--- src/rtl/fft_frame_sequencer.sv ---
// Trigger FFT path sequencer: configures the xfft core once per reset, then streams a
// 64-sample frame from block RAM into the FFT. Optional macro FFT_SEQ_BITREV_EN reads RAM in bit-reversed order.
module fft_frame_sequencer #(
   parameter int         DATA_W   = 32,
   parameter int         ADDR_W   = 6,
   parameter logic [7:0] CFG_WORD = 8'h01
) (
   input  logic              clk,
   input  logic              reset,
   input  logic              frame_ready,
   output logic              frame_busy,
   output logic [ADDR_W-1:0] ram_addr,
   input  logic [DATA_W-1:0] ram_dout,
   output logic [7:0]        cfg_tdata,
   output logic              cfg_tvalid,
   input  logic              cfg_tready,
   output logic [DATA_W-1:0] data_tdata,
   output logic              data_tvalid,
   input  logic              data_tready,
   output logic              data_tlast,
   input  logic              out_tvalid,
   input  logic              out_tready,
   input  logic              out_tlast,
   output logic              frame_done,
   output logic [7:0]        drop_count
);

   typedef enum logic [1:0] {CFG, IDLE, LOAD, DRAIN} state_t;

   localparam logic [ADDR_W-1:0] LAST_BEAT = '1;

   state_t                       state;
   logic [ADDR_W:0]              rd_idx;
   logic [ADDR_W-1:0]            beat_cnt;
   logic                         rd_vld;
   logic [1:0]                   fifo_cnt;
   logic [1:0][DATA_W-1:0]       fifo_q;
   logic                         pending;

   logic [2:0]                   occ;
   logic                         rd_issue;
   logic                         beat_xfer;
   logic                         out_last;
   logic                         drop;

   // A returning read counts as a FIFO entry so the first sample is presented
   // straight from ram_dout; this keeps first-beat latency at two cycles.
   assign occ       = {1'b0, fifo_cnt} + {2'b00, rd_vld};
   assign rd_issue  = (state == LOAD) && !rd_idx[ADDR_W] && (occ < 3'd2);
   assign beat_xfer = data_tvalid && data_tready;
   assign out_last  = out_tvalid && out_tready && out_tlast;
   assign drop      = frame_ready &&
                      ((state == CFG) || (((state == LOAD) || (state == DRAIN)) && pending));

   assign cfg_tdata   = CFG_WORD;
   assign data_tvalid = (state == LOAD) && ((fifo_cnt != 2'd0) || rd_vld);
   assign data_tdata  = !data_tvalid ? '0 : ((fifo_cnt != 2'd0) ? fifo_q[0] : ram_dout);
   assign data_tlast  = data_tvalid && (beat_cnt == LAST_BEAT);

`ifdef FFT_SEQ_BITREV_EN
   for (genvar i = 0; i < ADDR_W; i++) begin : g_bitrev
      assign ram_addr[i] = rd_idx[ADDR_W-1-i];
   end
`else
   assign ram_addr = rd_idx[ADDR_W-1:0];
`endif

   always_ff @(posedge clk) begin
      frame_done <= 1'b0;
      if (reset) begin
         state      <= CFG;
         cfg_tvalid <= 1'b1;
         frame_busy <= 1'b0;
         rd_idx     <= '0;
         beat_cnt   <= '0;
         rd_vld     <= 1'b0;
         fifo_cnt   <= 2'd0;
         fifo_q     <= '0;
         pending    <= 1'b0;
         drop_count <= 8'd0;
      end else begin
         rd_vld <= rd_issue;
         if (rd_issue)  rd_idx   <= rd_idx + 1'b1;
         if (beat_xfer) beat_cnt <= beat_cnt + 1'b1;

         // Read-return push vs. stream pop; both at once with an empty FIFO is a pass-through.
         case ({rd_vld, beat_xfer})
            2'b10: begin
               fifo_q[fifo_cnt[0]] <= ram_dout;
               fifo_cnt            <= fifo_cnt + 1'b1;
            end
            2'b01: begin
               fifo_q[0] <= fifo_q[1];
               fifo_cnt  <= fifo_cnt - 1'b1;
            end
            2'b11: if (fifo_cnt != 2'd0) fifo_q[0] <= ram_dout;
            default: ;
         endcase

         if (drop && (drop_count != 8'hFF)) drop_count <= drop_count + 8'd1;

         case (state)
            CFG: if (cfg_tready) begin
               state      <= IDLE;
               cfg_tvalid <= 1'b0;
            end
            IDLE: if (frame_ready) begin
               state      <= LOAD;
               frame_busy <= 1'b1;
               rd_idx     <= '0;
               beat_cnt   <= '0;
            end
            LOAD: begin
               if (frame_ready) pending <= 1'b1;
               if (beat_xfer && data_tlast) state <= DRAIN;
            end
            DRAIN: begin
               if (frame_ready) pending <= 1'b1;
               if (out_last) begin
                  frame_done <= 1'b1;
                  if (pending || frame_ready) begin
                     state    <= LOAD;
                     pending  <= 1'b0;
                     rd_idx   <= '0;
                     beat_cnt <= '0;
                  end else begin
                     state      <= IDLE;
                     frame_busy <= 1'b0;
                  end
               end
            end
            default: state <= CFG;
         endcase
      end
   end

endmodule
--- config.mk ---
export PLATFORM = sky130hd
export DESIGN_NAME = fft_frame_sequencer
export DESIGN_NICKNAME = d
export VERILOG_FILES = /design/src/rtl/fft_frame_sequencer.sv
export SDC_FILE = /design/constraint.sdc
export NUM_CORES = 1
export LEC_CHECK = 0
export BUFFER_PORTS_ARGS = -buffer_cell sky130_fd_sc_hd__buf_2
export CAP_MARGIN = 30
export CELL_PAD_IN_SITES_DETAIL_PLACEMENT = 2
export CELL_PAD_IN_SITES_GLOBAL_PLACEMENT = 2
export CORE_MARGIN = 2
export CORE_UTILIZATION = 29
export CTS_BUF_LIST = sky130_fd_sc_hd__clkbuf_8
export DETAILED_ROUTE_END_ITERATION = 8
export PLACE_DENSITY_LB_ADDON = 0.1
export SLEW_MARGIN = 20
export SYNTH_ARGS = -nofsm -noshare
export SYNTH_HDL_FRONTEND = slang
export SYNTH_SLANG_ARGS = --single-unit
--- constraint.sdc ---
create_clock -name clk -period 2.3 [get_ports clk]
set_input_delay 0.345 -clock clk [delete_from_list [all_inputs] [get_ports clk]]
set_output_delay 0.345 -clock clk [all_outputs]
set_load 0.01 [all_outputs]
---- Word level (Yosys, flattened, before mapping) ----
Index checks and enable logic that the tools add are counted.
word-level totals
  input bits .............................. 40
  word-level logic and storage cells ...... 97
  bits in registers ....................... 94
cells by class
  reductions and logical operators ........ 28
  add/sub/neg operators ................... 6
  order comparisons ....................... 3
  eq/ne operators ......................... 14
  mux-type cells .......................... 33
  bitwise logic cells ..................... 1
operators with widths
  operator                                                         number
  32-bit 2-to-1 mux                                                4
  32-bit case mux with 3 select lines                              1
  64-bit bitwise mux                                               1
  32-bit demux with 1-bit select                                   1
  7-bit 2-to-1 mux                                                 4
  6-bit 2-to-1 mux                                                 4
  7-bit case mux with 2 select lines                               1
  1-bit logical AND                                                12
  6-bit case mux with 2 select lines                               1
  2-bit 2-to-1 mux                                                 5
  2-bit inequality test, second input constant                     5
  8-bit by 1-bit adder with 8-bit output, second input constant    1
  2-bit == test, second input constant                             4
  8-bit inequality test, second input constant                     1
  2-bit case mux with 4 select lines                               1
  4-bit AND reduction                                              2
  2-bit nonzero test                                               4
  7-bit by 1-bit adder with 7-bit output, second input constant    1
  1-bit 2-to-1 mux                                                 7
  6-bit by 1-bit adder with 6-bit output, second input constant    1
  6-bit == test, second input constant                             1
  2-bit by 1-bit == test with 1-bit output, second input constant  2
  1-bit logical OR                                                 4
  1-bit case mux with 2 select lines                               2
  other kinds (14)                                                 15

---- Logic depth before layout (Yosys ltp) ----
Gate-level depths: netlist (run 1).
  word-level depth ........................ 8
  gate-level depth with buffers ........... 11
  gate-level depth less buffers ........... 7

---- Worst setup path before layout (run 1) ----
OpenSTA, ideal clock, no wires.
  path kind ............................... register to register
  start ................................... register fifo_cnt[0]
  end ..................................... register fifo_q[0] (netlist name)
  period minus slack after synthesis ...... 2.457 ns
  setup time .............................. 0.081 ns
  setup slack ............................. -0.157 ns
  cell stages (with the launch flop) ...... 10
  data required time ...................... 2.219 ns
  buffers on the path ..................... 3
  data arrival time ....................... 2.375 ns
  cells stage by stage .................... dfxtp_1 buf_6 nor3_1 nor2_1 ha_1 clkbuf_1 o21bai_1 clkbuf_1 a22oi_1 a211oi_2
between the ends
  cells in the longest elaborated chain, start to end .. 7
RTL lines
  what                                                                                   RTL line  RTL
  start, declared                                                                        36        logic [1:0] fifo_cnt;
  start signal, assigned                                                                 90        fifo_cnt <= fifo_cnt + 1'b1;
  start signal, assigned                                                                 94        fifo_cnt <= fifo_cnt - 1'b1;
  branches (longest 7 deep; another with 1-bit by 2-bit < comparator with 1-bit output)  --
  end signal, assigned by index                                                          89        fifo_q[fifo_cnt[0]] <= ram_dout;
  end, declared                                                                          37        logic [1:0][DATA_W-1:0] fifo_q;
Several ways; the timed one is not identified.
A chain may end at the register's enable or synchronous reset.

---- Final worst setup path (run 1) ----
  start ................................... register fifo_cnt[0]
  end ..................................... output port data_tdata[27]
between the ends
  cells in the longest elaborated chain, start to end .. 4
RTL lines
  what                    RTL line  RTL
  2-bit nonzero test (*)  56, 57
  1-bit logical OR        56        assign data_tvalid = (state == LOAD) && ((fifo_cnt != 2'd0) || rd_vld);
  1-bit logical AND       56
  32-bit 2-to-1 mux (*)   57        assign data_tdata = !data_tvalid ? '0 : ((fifo_cnt != 2'd0) ? fifo_q[0] : ram_dout);
  end, declared           17        output logic [DATA_W-1:0] data_tdata,
Mark *: on every way between the ends. The rest lies on a longest branch, timed or not.

==> reports/qor.yml, run 1 <==
min_period_over_period_pct: 95.1
drt_iter0_markers: 198
cp_slowest_stage_delay_ns: 0.34
critPathRequiredTime_ns: 1.96
route.antenna.remaining_nets: 0
power.density_nw_per_um2: 597
crit_buf_inv: 4
grt_usage_pct: 18.4
relSlewSlack_pct: 60.5
syn2layout_area_growth_pct: 22.4
final-setup-viol-count: 0
cts_tree: "built"
ys_types: 46
dp_cells: 864
layout-drive-gt1-share_pct: 27.6
fmax_ghz: 0.457
power.total_uw: 3410
synthArstFlopShare_pct: 0
grt_max_degree: 49
fin_cells: 890
rows: 46
syn_avg_cell_area_um2: 7.93
yosys_most_used_dff: "dfxtp_1"
ys_seq_area_share_pct: 40.4
numCtsBuffers: 9
cts.path.max_buffers: 2
crit_path_start: "fifo_cnt[0]$_SDFFE_PP0P_"
path_class: "reg -> out"
grt_pass1_wl_mm: 24.8
via_per_inst: 5.13
dr.pass1.iters: 4
synth_top_area_share_pct: 40.4
yosys_warnings: 0
dieArea_um2: 17100
post-synth-top-count-cell: "nand2_1"
critPathMaxFanout: 10
drcViolationCount: 0
synth_edf_count: 0
routabilityCongestion: 0.787
die_h_um: 131
p_leak_uw: 0.00223
nets: 715
endpoint_kind: "primary output"
fin_util_pct: 36.1
grt_pass1_vias: 4800
hold_path_startpoint: "ram_dout[6]"
holdWs_ns: 0.226
drt_wl_total_mm: 16.1
chipWidth_um: 131
ys_seq_elements: 94
worst_pin_slew_ns: 0.591
worstPathArrival_ns: 1.84
synth_top_cells_by_count: "nand2_1, dfxtp_1, a21oi_1"
drv_slew: 0
fillers: 1845
hpwl_mm: 10.3
rr_startpoint: "state[0]$_SDFFE_PP0P_"
clock-sinks: 94
dpl_cell_area_um2: 5320
vdd_drop_max_mv: 0.238
synth_area_leaders: "dfxtp_1, nand2_1, a211oi_2"
diodes: 0
maxCapViolations: 0
worstPathCellList: "buf_6 > or2_4 > o21ai_4 > buf_4 > buf_6 > a21oi_1 > buf_2"
clk_pin_slew_ns: 0.10
ios: 99
hold_viol_final: 0
wl_per_cell_um: 18.1
fp.coreArea_um2: 15800
cpMaxStageDelayCell: "dfxtp_1"
fin_worst_skew_ns: 0.00902
synth_top_cell_by_area: "dfxtp_1"
cp_top_family: "buffers and inverters"
path_common_cell: "buf_6"
fin_area_um2: 5710
synthCells: 588
grt_overflow_total: 0
netlist_area_um2: 4660
critPathLaunchType: "flip-flop"
worst_skew_pair.late_latency_ns: 0.37
antenna_found_initial: 1
via_count: 4570
status: "finished, final reports clean"
start_util_pct: 29.5
hp-class: "in -> reg"
htree_num_levels: 3
portBuffers: 90
layout_min_cycle_time_ns: 2.19
cts-root-buf: "clkbuf_8"
-- kinds of logic (layout without fill, tap and decap cells) --
logic type,count (synthesis),count (layout),share of synthesized area [%]
buf+inv,67,143,7.73
other cells,2,8,0.161
fa+ha+maj,6,6,1.61
compound gates,162,166,25.4
simple gates,245,245,22.5
xor+xnor,12,12,2.25
flops,94,94,40.4
-- area by class of cell --
class / count / area, µm² / area share (%)
sequential: 94 / 1880 / 33.0
inverter: 8 / 30.0 / 0.526
clock inverter: 6 / 85.1 / 1.49
multi-input combinational: 437 / 2580 / 45.2
tap: 216 / 270 / 4.74
clock buffer: 10 / 138 / 2.41
timing repair buffer: 119 / 722 / 12.7
-- registers in the layout, summed over array words and instances (netlist names) --
register and cells:
frame_busy 1, frame_done 1, cfg_tvalid 1, rd_vld 1
pending 1, beat_cnt 6, fifo_cnt 2, fifo_q 64
drop_count 8, state 2, rd_idx 7
-- final timing paths --
kind | endpoint | slack [ns] | cells past startpoint
max | data_tdata[27] | 0.11 | 7
min | fifo_q[38]$_SDFFE_PP0P_ | 0.23 | 3
max reg2reg | fifo_q[16]$_SDFFE_PP0P_ | 0.16 | 7
min reg2reg | fifo_q[40]$_SDFFE_PP0P_ | 0.47 | 2
-- tightest hold or removal path, delay by kind of cell --
family                 cells  cell delay, ns
AO/OA/AOI/OAI              1            0.05
buffers and inverters      1            0.11
AND/OR/NAND/NOR            1            0.05
-- per-stage QoR --
step	TNS, ns	setup WS [ns]
floorplan	0	0.0568
global placement	0	0.0546
detailed placement	-1.18	-0.0780
CTS	0	0.0400
global route	-0.236	-0.0390
finish	0	0.112
-- timing repair --
action | in CTS | in global routing
setup buffers | 3 | 2
gates cloned | 1 | 3
resized for setup | 8 | 9
setup endpoints to repair | 62 | 47
hold buffers | 0 | 0
pin swaps | 2 | 1
-- per-layer routing --
metal  wire, µm  part of all wire, %  up-vias  track usage [%]
met3        453                  2.8       16             2.85
met1       7210                   45     2300             21.9
met4        184                  1.1        2             5.69
met2       8210                   51       70             33.9
met5         13                0.081        -                0
li1           -                    -     2182                -
-- power breakdown --
group / switching, µW / internal (µW) / total, µW
Clock: 618 / 638 / 1260
Sequential: 30.4 / 1670 / 1700
Combinational: 287 / 164 / 451
-- placed cells by master (no fill, tap or decap), types with 3 or more instances in the layout --
cell type,Yosys,final
a22oi_1,33,33
clkbuf_8,0,10
inv_1,8,8
buf_2,9,89
nand3_1,10,10
buf_6,6,5
or3_1,3,3
o21ai_0,6,6
and3_1,4,4
o31ai_1,3,3
ha_1,6,5
a22o_4,0,4
xnor2_1,6,6
buf_4,14,21
nor4_1,3,3
dfxtp_1,94,94
nor3_1,5,4
nor2_1,55,53
xor2_1,6,6
a21oi_1,74,74
a211oi_2,32,32
nand2_1,142,142
conb_1,2,8
nand4_1,4,4
Power figures use the tool's default switching activity.
==> run 2: changes to the inputs <==
--- a/config.mk
+++ b/config.mk
@@ -16,2 +16,3 @@
 export PLACE_DENSITY_LB_ADDON = 0.1
+export RECOVER_POWER = 100
 export SLEW_MARGIN = 20
==> constraint.sdc (replaced) <==
create_clock -name clk -period 2.3 [get_ports clk]
set_input_delay 0.115 -clock clk [delete_from_list [all_inputs] [get_ports clk]]
set_output_delay 0.115 -clock clk [all_outputs]
set_load 0.01 [all_outputs]
==> reports/qor.yml, run 2 (synthesis results as in run 1) <==
final-setup-viol-count: 0
fp.coreArea_um2: 15800
grt_max_degree: 51
die_h_um: 131
rsz0062_at_grt: "false"
layout-drive-gt1-share_pct: 16.8
nets: 734
route.antenna.remaining_nets: 0
relSlewSlack_pct: 54.6
numCtsBuffers: 9
rrSetupSlack_ns: 0.14
min_period_over_period_pct: 93.7
hp-class: "in -> reg"
worst_skew_pair.late_latency_ns: 0.37
critPathMaxFanout: 16
endpoint: "fifo_q[11]$_SDFFE_PP0P_"
grt_pass1_vias: 4899
chipWidth_um: 131
layout_min_cycle_time_ns: 2.16
hpwl_mm: 9.81
syn2layout_area_growth_pct: 22.5
drcViolationCount: 0
final_cell_mix: "nand2_1, dfxtp_1, a21oi_1"
wl_per_cell_um: 17.5
largest_register_ffs: 64
cts_tree: "built"
fin_util_pct: 36.1
rows: 46
via_count: 4536
rr_startpoint: "fifo_cnt[0]$_SDFFE_PP0P_"
path_class: "reg -> reg"
grt_pass1_wl_mm: 25.0
fin_cells: 908
fin_worst_skew_ns: 0.00562
portBuffers: 90
dr.pass1.iters: 4
worst_pin_slew_ns: 0.681
timing.rr.end: "fifo_q[11]$_SDFFE_PP0P_"
fin_setup_tns_ns: 0
p_leak_uw: 0.00207
final_common_cell: "nand2_1"
drt_wl_total_mm: 15.9
fmax_ghz: 0.464
power.density_nw_per_um2: 557
ios: 99
grt_usage_pct: 18.7
fillers: 1888
clk_pin_slew_ns: 0.09
vdd_drop_max_mv: 0.211
endpoint_kind: "flip-flop"
holdWs_ns: 0.0231
antenna_found_initial: 0
start_util_pct: 29.5
critPathLaunchType: "flip-flop"
diodes: 0
worstPathArrival_ns: 2.43
htree_num_levels: 3
grt_overflow_total: 0
hold_viol_final: 0
reg2reg_depth: 8
crit_path_start: "fifo_cnt[0]$_SDFFE_PP0P_"
maxCapViolations: 0
status: "finished, final reports clean"
cts.path.max_buffers: 2
dieArea_um2: 17100
critPathRequiredTime_ns: 2.58
reg_top3: "fifo_q: 64 flops, drop_count: 8 flops, rd_idx: 7 flops"
drt_iter0_markers: 116
routabilityCongestion: 0.784
clock-sinks: 94
dp_cells: 862
drv_slew: 0
cts-root-buf: "clkbuf_8"
top_register: "fifo_q"
via_per_inst: 5.00
-- run 2: changes by cell type in the layout (fill, tap and decap cells not counted), sizes merged --
cell         delta
clkbuf         +52
buf            -57
dlygate4sd3    +26
bufinv          -2
clkinvlp        -2
inv             +3
clkinv          -1
o21bai          -1
-- run 2: worst min path at each step --
| stage | end | slack [ns] | cells after the start | start |
|---|---|---|---|---|
| 2_1_floorplan | fifo_q[32]$_SDFFE_PP0P_ | 0.25 | 2 | ram_dout[0] |
| 4_1_cts | state[0]$_SDFFE_PP0P_ | 0.0003 | 3 | data_tready |
| 3_5_place_dp | fifo_q[55]$_SDFFE_PP0P_ | 0.39 | 3 | ram_dout[23] |
| 5_1_grt | fifo_q[33]$_SDFFE_PP0P_ | 0.02 | 3 | ram_dout[1] |
| 3_3_place_gp | fifo_q[54]$_SDFFE_PP0P_ | 0.38 | 3 | ram_dout[22] |
| 6_report | state[0]$_SDFFE_PP0P_ | 0.02 | 3 | data_tready |
-- run 2: what timing repair did --
action                     CTS  global route
resized for setup            4             4
gates cloned                 1             2
hold buffers                26             0
buffers inserted             0             0
setup endpoints to repair   32            23
hold endpoints to repair    26             0
pin swaps                    1             0
-- run 2: worst max-delay path, cell delays in order, from the launching register on --
cell and delay (ns):
dfxtp_1 0.33, nor3_2 0.25, nor2_1 0.10, buf_4 0.16, ha_2 0.24, nor2_2 0.30, a22o_4 0.33, nor2_1 0.07
a211oi_1 0.26
-- run 2: power breakdown --
| part | internal [µW] | total, µW | switching, µW |
|---|---|---|---|
| Combinational | 177 | 457 | 280 |
| Clock | 435 | 1020 | 590 |
| Sequential | 1670 | 1700 | 29.6 |
-- run 2: layout make-up --
cell class	count	area [µm²]	share of cell area, %
Inverter	8	30.0	0.526
Sequential cell	94	1880	32.9
Tap cell	216	270	4.73
Timing Repair Buffer	139	850	14.9
Clock inverter	4	16.3	0.285
Multi-Input combinational cell	436	2510	44.0
Clock buffer	11	151	2.65
-- run 2: routing by layer --
| layer | track usage, % | share of wire (%) |
|---|---|---|
| met5 | 0 | 0 |
| met2 | 34.3 | 51 |
| met4 | 6.20 | 1.3 |
| met1 | 22.6 | 46 |
| met3 | 2.36 | 2.3 |
-- run 2: metrics by stage --
step	area [µm²]	setup slack (ns)	power (µW)
after floorplan	4690	0.0568	2010
after global placement	5300	0.0564	2130
after detailed placement	5300	-0.0949	2150
after CTS	5750	0.0461	3230
after global routing	5710	0.0188	3350
final	5710	0.145	3180
==> run 3: changes to the inputs <==
CORE_UTILIZATION = 32   (was 29)
clock period = 2.2 ns   (was 2.3 ns; I/O delays follow)
==> reports/qor.yml, run 3 (synthesis results as in run 1) <==
grt_pass1_vias: 4962
hp-class: "in -> reg"
worstPathCellList: "nor3_2 > nor2_2 > buf_4 > ha_1 > nor2_1 > a22o_2 > buf_12 > nor2_1 > a211oi_2"
critPathLaunchType: "flip-flop"
grt_overflow_total: 0
cts_setup_buffers: 0
hold_path_startpoint: "ram_dout[18]"
portBuffers: 90
maxCapViolations: 0
syn2layout_area_growth_pct: 22.6
routabilityCongestion: 0.762
cpMaxStageDelayCell: "dfxtp_1"
via_per_inst: 5.18
holdWs_ns: 0.0191
clk_pin_slew_ns: 0.09
drt_wl_total_mm: 15.1
fin_area_um2: 5720
p_leak_uw: 0.00218
fin_util_pct: 39.8
cts-root-buf: "clkbuf_8"
antenna_found_initial: 0
nets: 730
hold_viol_final: 0
rows: 44
dieArea_um2: 15600
reg_top3: "fifo_q: 64 flops, drop_count: 8 flops, rd_idx: 7 flops"
dr.pass1.iters: 4
layout-drive-gt1-share_pct: 22.5
critPathMaxFanout: 42
rsz0062_at_grt: "true"
route.antenna.remaining_nets: 0
start_util_pct: 32.5
largest_register_ffs: 64
endpoint_kind: "flip-flop"
status: "finished, final reports clean"
final_common_cell: "nand2_1"
via_count: 4513
final-setup-viol-count: 0
fin_worst_skew_ns: 0.0118
wl_per_cell_um: 17.3
top_register: "fifo_q"
vdd_drop_max_mv: 0.314
rrSetupSlack_ns: 0.15
grt_max_degree: 43
path_class: "reg -> reg"
multi_input_area_um2: 2500
layout_min_cycle_time_ns: 2.05
reg2reg_depth: 9
grt_usage_pct: 19.8
drt_iter0_markers: 112
clock-sinks: 94
cts.path.max_buffers: 2
cp_slowest_stage_delay_ns: 0.38
die_h_um: 125
fin_ws_ns: 0.147
final_cell_mix: "nand2_1, dfxtp_1, a21oi_1"
critPathRequiredTime_ns: 2.48
numCtsBuffers: 9
fp.coreArea_um2: 14400
dpl_cell_area_um2: 5270
ios: 99
worst_pin_slew_ns: 0.587
fillers: 1688
path_common_cell: "nor2_1"
drv_slew: 0
fmax_ghz: 0.487
hpwl_mm: 9.85
htree_num_levels: 3
power.density_nw_per_um2: 611
cts_tree: "built"
chipWidth_um: 125
worstPathArrival_ns: 2.33
timing.rr.end: "fifo_q[31]$_SDFFE_PP0P_"
min_to: "fifo_q[50]$_SDFFE_PP0P_"
post-place-ws_ns: -0.0672
power.total_uw: 3490
diodes: 0
rr_startpoint: "fifo_cnt[1]$_SDFFE_PP0P_"
worst_skew_pair.late_latency_ns: 0.37
drcViolationCount: 0
regArea_um2: 1880
grt_pass1_wl_mm: 25.2
hold_depth: 3
min_period_over_period_pct: 93.3
relSlewSlack_pct: 60.8
run 3: changes by cell type in the layout (fill, tap and decap cells not counted), moves of 4 or more:
| cell | change |
|---|---|
| clkbuf_1 | -33 |
| buf_2 | +30 |
| a211oi_1 | -6 |
| a211oi_2 | +6 |
| a22o_4 | -4 |
| buf_4 | +4 |
run 3: repair_timing:
action,4_1_cts,5_1_grt
resized for setup,1,3
pin swaps,1,0
endpoints found under the setup margin,20,32
hold buffers,24,0
endpoints found under the hold margin,24,0
cloned,1,0
run 3: worst max path at each step:
stage	startpoint	cells past startpoint	slack (ns)	to
5_1_grt	fifo_cnt[0]$_SDFFE_PP0P_	6	-0.007	data_tdata[2]
6_report	fifo_cnt[1]$_SDFFE_PP0P_	9	0.15	fifo_q[31]$_SDFFE_PP0P_
4_1_cts	fifo_cnt[0]$_SDFFE_PP0P_	6	0.03	data_tdata[2]
2_1_floorplan	fifo_cnt[0]$_SDFFE_PP0P_	9	-0.01	fifo_q[0]$_SDFFE_PP0P_
3_5_place_dp	fifo_cnt[1]$_SDFFE_PP0P_	6	-0.07	fifo_q[12]$_SDFFE_PP0P_
3_3_place_gp	rd_vld$_SDFF_PP0_	6	0.04	fifo_q[8]$_SDFFE_PP0P_
run 3: stage by stage:
step | cells | setup TNS [ns]
final | 872 | 0
after global routing | 872 | -0.0162
after CTS | 871 | 0
after detailed placement | 831 | -0.144
after global placement | 831 | 0
after floorplan | 594 | -0.204
run 3: cell type report:
| type | count | area share [%] |
|---|---|---|
| clock buffers | 9 | 2.17 |
| clock inverters | 6 | 1.38 |
| inverters | 8 | 0.525 |
| multi-input cells | 434 | 43.7 |
| flip-flops and latches | 94 | 32.9 |
| well taps | 184 | 4.03 |
| repair buffers | 137 | 15.3 |
run 3: layer usage:
metal,track usage (%),share of wire [%],up-vias
met3,3.99,3.3,11
met5,0,0,-
met4,4.16,0.85,0
met2,35.9,51,57
li1,-,-,2194
met1,24.1,45,2251
run 3: critical path: cells and delay by family (launching register included):
family | cells | cell delay (ns)
adders and majority gates | 1 | 0.25
buffers and inverters | 2 | 0.41
and+or+nand+nor | 4 | 0.52
AOI/OAI and AO/OA | 2 | 0.39
DFF | 1 | 0.38
run 3: where the power goes:
part	switching, µW	internal (µW)	leakage, µW	total (µW)
logic	289	182	0.00131	472
clock network	619	625	0.000110	1240
registers	31.9	1750	0.000760	1780
total	940	2550	0.00218	3490
